[config.mk]
export PLATFORM = sky130hd
export DESIGN_NAME = uart_tx_fifo
export DESIGN_NICKNAME = d
export VERILOG_FILES = /design/src/rtl/uart_pkg.sv /design/src/rtl/uart_sync_fifo.sv /design/src/rtl/uart_tx_fifo.sv
export SDC_FILE = /design/constraint.sdc
export NUM_CORES = 1
export LEC_CHECK = 0
export CAP_MARGIN = 20
export CORE_MARGIN = 2
export CORE_UTILIZATION = 55
export DETAILED_ROUTE_END_ITERATION = 7
export GPL_TIMING_DRIVEN = 0
export PLACE_DENSITY = 0.85
export SLEW_MARGIN = 20
export SYNTH_ARGS = -nofsm -noshare
export SYNTH_HDL_FRONTEND = slang
export SYNTH_SLANG_ARGS = --single-unit
export TNS_END_PERCENT = 1
[constraint.sdc]
create_clock -name Sys_clk -period 3.5 [get_ports Sys_clk]
set_input_delay 0.525 -clock Sys_clk [delete_from_list [all_inputs] [get_ports Sys_clk]]
set_output_delay 0.525 -clock Sys_clk [all_outputs]
set_load 0.02 [all_outputs]
[src/rtl/uart_pkg.sv]
`default_nettype none
// ============================================================================
// Package : uart_pkg
// Purpose : Shared UART definitions: TX FSM state encoding, the baud-divisor
//           formula (identical to the receiver side) and a frame-length helper.
// Ports   : none (package)
// Rev     : 1.0  initial release
// ============================================================================
package uart_pkg;

  localparam int unsigned DATA_BITS = 8;

  typedef enum logic [2:0] {
    ST_IDLE   = 3'd0,
    ST_START  = 3'd1,
    ST_DATA   = 3'd2,
    ST_PARITY = 3'd3,
    ST_STOP   = 3'd4
  } tx_state_t;

  // Clocks per bit; must stay identical to the receiver's divisor.
  function automatic int unsigned baud_div(input int unsigned clk_frq,
                                           input int unsigned baud);
    return clk_frq / baud;
  endfunction

  // Clocks per complete frame: start + data + optional parity + stop bits.
  function automatic int unsigned frame_clks(input int unsigned div,
                                             input int unsigned parity_en,
                                             input int unsigned stop_bits);
    return (1 + DATA_BITS + parity_en + stop_bits) * div;
  endfunction

endpackage
`default_nettype wire

[src/rtl/uart_sync_fifo.sv]
`default_nettype none
// ============================================================================
// Module  : uart_sync_fifo
// Purpose : Single-clock FIFO. Full/empty are derived from an occupancy count,
//           pointers wrap naturally modulo DEPTH (power of 2).
// Ports   : Sys_clk, Rst_n (async, active-low)
//           push/wr_data  - write request, ignored when full
//           pop/rd_data   - read request, ignored when empty; rd_data shows
//                           the head entry combinationally
//           full, empty, level - status from the registered count
// Rev     : 1.0  initial release
// ============================================================================
module uart_sync_fifo #(
  parameter int DEPTH = 16,
  parameter int WIDTH = 8
) (
  input  logic                     Sys_clk,
  input  logic                     Rst_n,
  input  logic                     push,
  input  logic [WIDTH-1:0]         wr_data,
  input  logic                     pop,
  output logic [WIDTH-1:0]         rd_data,
  output logic                     full,
  output logic                     empty,
  output logic [$clog2(DEPTH):0]   level
);

  localparam int AW = $clog2(DEPTH);
  localparam logic [AW:0] LEVEL_FULL = (AW + 1)'(DEPTH);

  logic [WIDTH-1:0] mem [DEPTH];
  logic [AW-1:0]    wr_ptr;
  logic [AW-1:0]    rd_ptr;
  logic [AW:0]      count;
  logic             do_push;
  logic             do_pop;

  assign full    = (count == LEVEL_FULL);
  assign empty   = (count == '0);
  assign level   = count;
  assign rd_data = mem[rd_ptr];
  assign do_push = push && !full;
  assign do_pop  = pop && !empty;

  always_ff @(posedge Sys_clk or negedge Rst_n) begin
    if (!Rst_n) begin
      wr_ptr <= '0;
      rd_ptr <= '0;
      count  <= '0;
    end else begin
      if (do_push) wr_ptr <= wr_ptr + 1'b1;
      if (do_pop)  rd_ptr <= rd_ptr + 1'b1;
      case ({do_push, do_pop})
        2'b10:   count <= count + 1'b1;
        2'b01:   count <= count - 1'b1;
        default: count <= count;
      endcase
    end
  end

  // Storage needs no reset: an entry is only ever read after being written.
  always_ff @(posedge Sys_clk) begin
    if (do_push) mem[wr_ptr] <= wr_data;
  end

endmodule
`default_nettype wire

[src/rtl/uart_tx_fifo.sv]
`default_nettype none
// ============================================================================
// Module  : uart_tx_fifo
// Purpose : UART transmitter (8N1 default, optional parity, 1 or 2 stop bits)
//           with an input FIFO. Serialises LSB first onto an idle-high line.
// Ports   : Sys_clk, Rst_n (async, active-low)
//           tx_data/tx_valid/tx_ready - byte write handshake into the FIFO
//           data_out   - registered serial line
//           tx_busy    - frame in progress or FIFO not empty
//           tx_done    - one-cycle pulse on the last clock of the last stop bit
//           fifo_level - FIFO occupancy
// Rev     : 1.0  initial release
// ============================================================================
module uart_tx_fifo
  import uart_pkg::*;
#(
  parameter int Sys_clk_frq = 50_000_000,
  parameter int baud_frq    = 115200,
  parameter int div_cnt_max = int'(baud_div(Sys_clk_frq, baud_frq)),
  parameter int cnt_width   = $clog2(div_cnt_max),
  parameter int FIFO_DEPTH  = 16,
  parameter int PARITY_EN   = 0,
  parameter int PARITY_ODD  = 0,
  parameter int STOP_BITS   = 1
) (
  input  logic                         Sys_clk,
  input  logic                         Rst_n,
  input  logic [7:0]                   tx_data,
  input  logic                         tx_valid,
  output logic                         tx_ready,
  output logic                         data_out,
  output logic                         tx_busy,
  output logic                         tx_done,
  output logic [$clog2(FIFO_DEPTH):0]  fifo_level
);

  localparam logic [cnt_width-1:0] DIV_LAST  = cnt_width'(div_cnt_max - 1);
  localparam logic [2:0]           STOP_LAST = 3'(STOP_BITS - 1);
  localparam logic                 ODD_SEED  = (PARITY_ODD != 0);

  tx_state_t            state;
  tx_state_t            next_state;
  logic [cnt_width-1:0] div_cnt;
  logic [2:0]           bit_cnt;
  logic [7:0]           shreg;
  logic                 parity_bit;
  logic                 baud_tick;
  logic                 fifo_pop;
  logic                 frame_end;
  logic [7:0]           fifo_rd_data;
  logic                 fifo_full;
  logic                 fifo_empty;

  uart_sync_fifo #(
    .DEPTH (FIFO_DEPTH),
    .WIDTH (8)
  ) u_fifo (
    .Sys_clk (Sys_clk),
    .Rst_n   (Rst_n),
    .push    (tx_valid),
    .wr_data (tx_data),
    .pop     (fifo_pop),
    .rd_data (fifo_rd_data),
    .full    (fifo_full),
    .empty   (fifo_empty),
    .level   (fifo_level)
  );

  assign tx_ready  = !fifo_full;
  assign tx_busy   = (state != ST_IDLE) || !fifo_empty;
  assign baud_tick = (div_cnt == DIV_LAST);

  always_ff @(posedge Sys_clk or negedge Rst_n) begin
    if (!Rst_n) state <= ST_IDLE;
    else        state <= next_state;
  end

  always_comb begin
    next_state = state;
    fifo_pop   = 1'b0;
    frame_end  = 1'b0;
    unique case (state)
      ST_IDLE: begin
        if (!fifo_empty) begin
          fifo_pop   = 1'b1;
          next_state = ST_START;
        end
      end
      ST_START: begin
        if (baud_tick) next_state = ST_DATA;
      end
      ST_DATA: begin
        if (baud_tick && bit_cnt == 3'd7)
          next_state = (PARITY_EN != 0) ? ST_PARITY : ST_STOP;
      end
      ST_PARITY: begin
        if (baud_tick) next_state = ST_STOP;
      end
      ST_STOP: begin
        if (baud_tick && bit_cnt == STOP_LAST) begin
          frame_end = 1'b1;
          // Chain straight into the next frame when data is waiting.
          if (!fifo_empty) begin
            fifo_pop   = 1'b1;
            next_state = ST_START;
          end else begin
            next_state = ST_IDLE;
          end
        end
      end
      default: next_state = ST_IDLE;
    endcase
  end

  // Baud counter: held at zero in IDLE so every frame starts on a fresh bit.
  always_ff @(posedge Sys_clk or negedge Rst_n) begin
    if (!Rst_n)                div_cnt <= '0;
    else if (state == ST_IDLE) div_cnt <= '0;
    else if (baud_tick)        div_cnt <= '0;
    else                       div_cnt <= div_cnt + 1'b1;
  end

  // Bit counter restarts on every state change; counts data bits and stop bits.
  always_ff @(posedge Sys_clk or negedge Rst_n) begin
    if (!Rst_n)                    bit_cnt <= '0;
    else if (next_state != state)  bit_cnt <= '0;
    else if (baud_tick)            bit_cnt <= bit_cnt + 1'b1;
  end

  always_ff @(posedge Sys_clk or negedge Rst_n) begin
    if (!Rst_n) begin
      shreg      <= '0;
      parity_bit <= 1'b0;
    end else if (fifo_pop) begin
      shreg      <= fifo_rd_data;
      parity_bit <= (^fifo_rd_data) ^ ODD_SEED;
    end else if (state == ST_DATA && baud_tick) begin
      shreg      <= {1'b0, shreg[7:1]};
    end
  end

  // Line and done are registered from the current state, so the line lags
  // the FSM by one clock and tx_done lines up with the final stop clock.
  always_ff @(posedge Sys_clk or negedge Rst_n) begin
    if (!Rst_n) begin
      data_out <= 1'b1;
      tx_done  <= 1'b0;
    end else begin
      tx_done <= frame_end;
      unique case (state)
        ST_IDLE:   data_out <= 1'b1;
        ST_START:  data_out <= 1'b0;
        ST_DATA:   data_out <= shreg[0];
        ST_PARITY: data_out <= parity_bit;
        ST_STOP:   data_out <= 1'b1;
        default:   data_out <= 1'b1;
      endcase
    end
  end

endmodule
`default_nettype wire

==> run metrics <==
max_cap viols=0; Final Hold Vio Count=0; CP arrival=around 3.7 ns; Pleak=0.00289 µW; core area=12600 µm²; status=complete, no violations; die area=~14000 µm²; Area Growth Syn to Fin=15.1%; critical path class=flip-flop to flip-flop; Crit Reg-Reg Endpoint=u_fifo.level[4]; routed vias/inst=5.73; clk sink count=167; Pre-antenna DRT Iters=7; clock slew at reported path FFs=0.06 ns; Cell Pwr Density=585 nW/µm²; fin crit share=0.953; DRT iter0 DRCs=298; Post-DP HPWL=8690 µm; top-count cell post-synth=edfxtp_1; share of the synthesized area in the top cell type=0.541; average wire per standard cell=~20 µm; syn_area_per_cell=16.1 µm²; # setup viols final=0; element type at the critical path end=flip-flop; io pins=20; first-pass GRT wire length=21400 µm; Post-synth EDFFs=approximately 130; Detailed Route WL=13300 µm; Crit-path slowest cell=or4b_4; FFs w/ async S/R, synth=0.234; top cells by area, synth=edfxtp_1, dfrtp_1, mux4_2; Final Skew=around 0.006 ns; Initial Util=0.563; Synth Warn #=0; non-filler cells, final=673; CP max FO=6; vias=3857; initial antenna violation count=0; Gate Count Post-Synth=between 400 and 500; CTS Buffer Depth=2; post-synth cell types=42; placed cells=632; area leader, netlist=edfxtp_1; Die Y=118 µm; CP startpoint=div_cnt[3]; largest net degree at the start of global routing=34; CP cell instances=or4b_4 > nor3_4 > nand2b_2 > a2111o_1 > clkinv_4 > ha_2 > buf_6 > xor2_1 > ha_2 > o21ai_1 > a21oi_1 > a21oi_1 > xor2_1 > nor2_1 > xor2_1; Routability Congestion=0.811; CTS tree=done; crit path capture=u_fifo.level[4]; global-route usage over all layers=0.206; Worst Reg-to-Reg Cells=15; Worst path max stage delay=0.53 ns; DIE WIDTH=118 µm; sequential area share after synthesis=0.679; Synth Register Bits=167; Routed Antenna Nets=0; RR Startpoint=div_cnt[3]; Clk Latency, worst-skew pair=0.42 ns; final instance area=8170 µm²; Startpoint Class=flip-flop; Hold Path Class=input pin to asynchronous set/reset pin; Final Max Tran Viols=0; Root Driver=clkbuf_16; Fin Hold WS=0.474 ns; # H-tree levels=4; top cells by count, synth=edfxtp_1, dfrtp_1, nor2_1; relative slew slack=0.384; placed inst area=7540 µm²; Tmin final=3.34 ns; Synth Net Count=between 400 and 500; Top cell by count, worst path=xor2_1; row cnt=41; r2r setup slk=0.16 ns; WP data required=just under 4 ns; final core utilization=0.648; gr ovfl total=0; share of cells above drive strength 1=0.200; Num CTS Buffers=17; nets=~500; port buffer count=19; Cell Area, Synth=7100 µm²; Top FF cell, synth=edfxtp_1; f_max=0.300 GHz; DRC violations left=0; Worst Tran Pin Value=0.921 ns; setup TNS=0 ns; n_diodes=0; peak supply drop=roughly 0.44 mV; via count of the first global-routing pass=3986
report_power, final:
group	switching (µW)	leakage (µW)	internal (µW)	total (µW)
Sequential	87.4	0.00164	2350	2440
Clock	734	0.000258	978	1710
Combinational	384	0.000993	247	631
Total	1210	0.00289	3570	4780
timing repair:
action                                  CTS  global route
endpoints found under the setup margin    2             1
hold buffers                              1             0
gates resized for setup                   0             8
setup buffers                             2             7
hold endpoints to repair                  6             0
pin swaps                                 2             3
layout make-up:
cell class	instances	area, µm²
flip-flops and latches	167	4820
fillers	899	4450
multi-input cells	242	2170
clock buffers	21	440
repair buffers	30	283
well taps	172	215
clock inverters	10	98.8
plain buffers	21	97.6
inverters	10	42.5
worst max-delay path, delay by kind of cell (launching register included):
family / cells / cell delay, ns
fa+ha+maj: 2 / 0.40
xor+xnor: 3 / 0.42
compound gates: 4 / 0.82
simple gates: 4 / 0.94
flops: 1 / 0.44
buf+inv: 2 / 0.23
stage by stage:
| step | worst slack (ns) | total power, µW |
|---|---|---|
| floorplan | 0.0812 | 2850 |
| global placement | -0.174 | 3040 |
| detailed placement | -0.312 | 3100 |
| CTS | 0.0176 | 4800 |
| global route | -0.0288 | 4960 |
| finish | 0.165 | 4780 |
cell usage in the layout, fill, tap and decap left out, types with 2 or more instances in the layout:
| cell | count |
|---|---|
| edfxtp_1 | 128 |
| nor2_1 | 38 |
| dfrtp_1 | 37 |
| mux4_2 | 32 |
| nand2_1 | 30 |
| clkdlybuf4s50_1 | 18 |
| mux2i_1 | 17 |
| clkbuf_16 | 17 |
| clkbuf_1 | 15 |
| xnor2_1 | 15 |
| xor2_1 | 14 |
| a21oi_1 | 13 |
| ha_1 | 12 |
| o21ai_0 | 10 |
| buf_4 | 10 |
| inv_1 | 9 |
| nand3_1 | 8 |
| nand2b_1 | 7 |
| buf_2 | 7 |
| a22oi_1 | 7 |
| o21ai_1 | 7 |
| mux2_2 | 6 |
| clkinv_4 | 4 |
| nor3_2 | 4 |
| nand3b_1 | 2 |
| buf_1 | 2 |
| ha_2 | 2 |
| clkinvlp_4 | 2 |
| inv_6 | 2 |
| clkinv_2 | 2 |
worst min path at each step:
stage / to / startpoint / cells past startpoint / slack [ns]
after floorplan: bit_cnt[0] / Rst_n / 0 / 0.23
after global placement: div_cnt[0] / div_cnt[0] / 1 / 0.47
after detailed placement: u_fifo.level[2] / Rst_n / 1 / 0.38
after CTS: u_fifo.rd_ptr[2] / Rst_n / 2 / 0.47
after global routing: u_fifo.rd_ptr[2] / Rst_n / 2 / 0.47
final: u_fifo.level[2] / Rst_n / 2 / 0.47
sequential cells by signal, summed over array words and instances (netlist names):
name,flops
bit_cnt,3
data_out,1
div_cnt,9
parity_bit,1
shreg,8
state,3
tx_done,1
u_fifo.level,5
u_fifo.mem,128
u_fifo.rd_ptr,4
u_fifo.wr_ptr,4
metal layers:
metal	GRT usage	wire (µm)	part of all wire	up-vias
met5	0	0	0	-
met4	0.0550	159	0.012	0
met3	0.0538	768	0.058	13
met2	0.361	7110	0.53	107
met1	0.255	5260	0.40	1981
li1	-	-	-	1756
logic make-up (layout without fill, tap and decap cells):
group                    Yosys count  after routing  synth area share
flip-flops                       167            167             0.679
AND/OR/NAND/NOR                  102            102            0.0705
multiplexers                      55             55             0.135
AO/OA/AOI/OAI                     41             41            0.0335
buffers and inverters             31             92            0.0187
XOR/XNOR                          30             30            0.0389
adder cells (fa/ha/maj)           14             14            0.0247
Power figures use the tool's default switching activity.
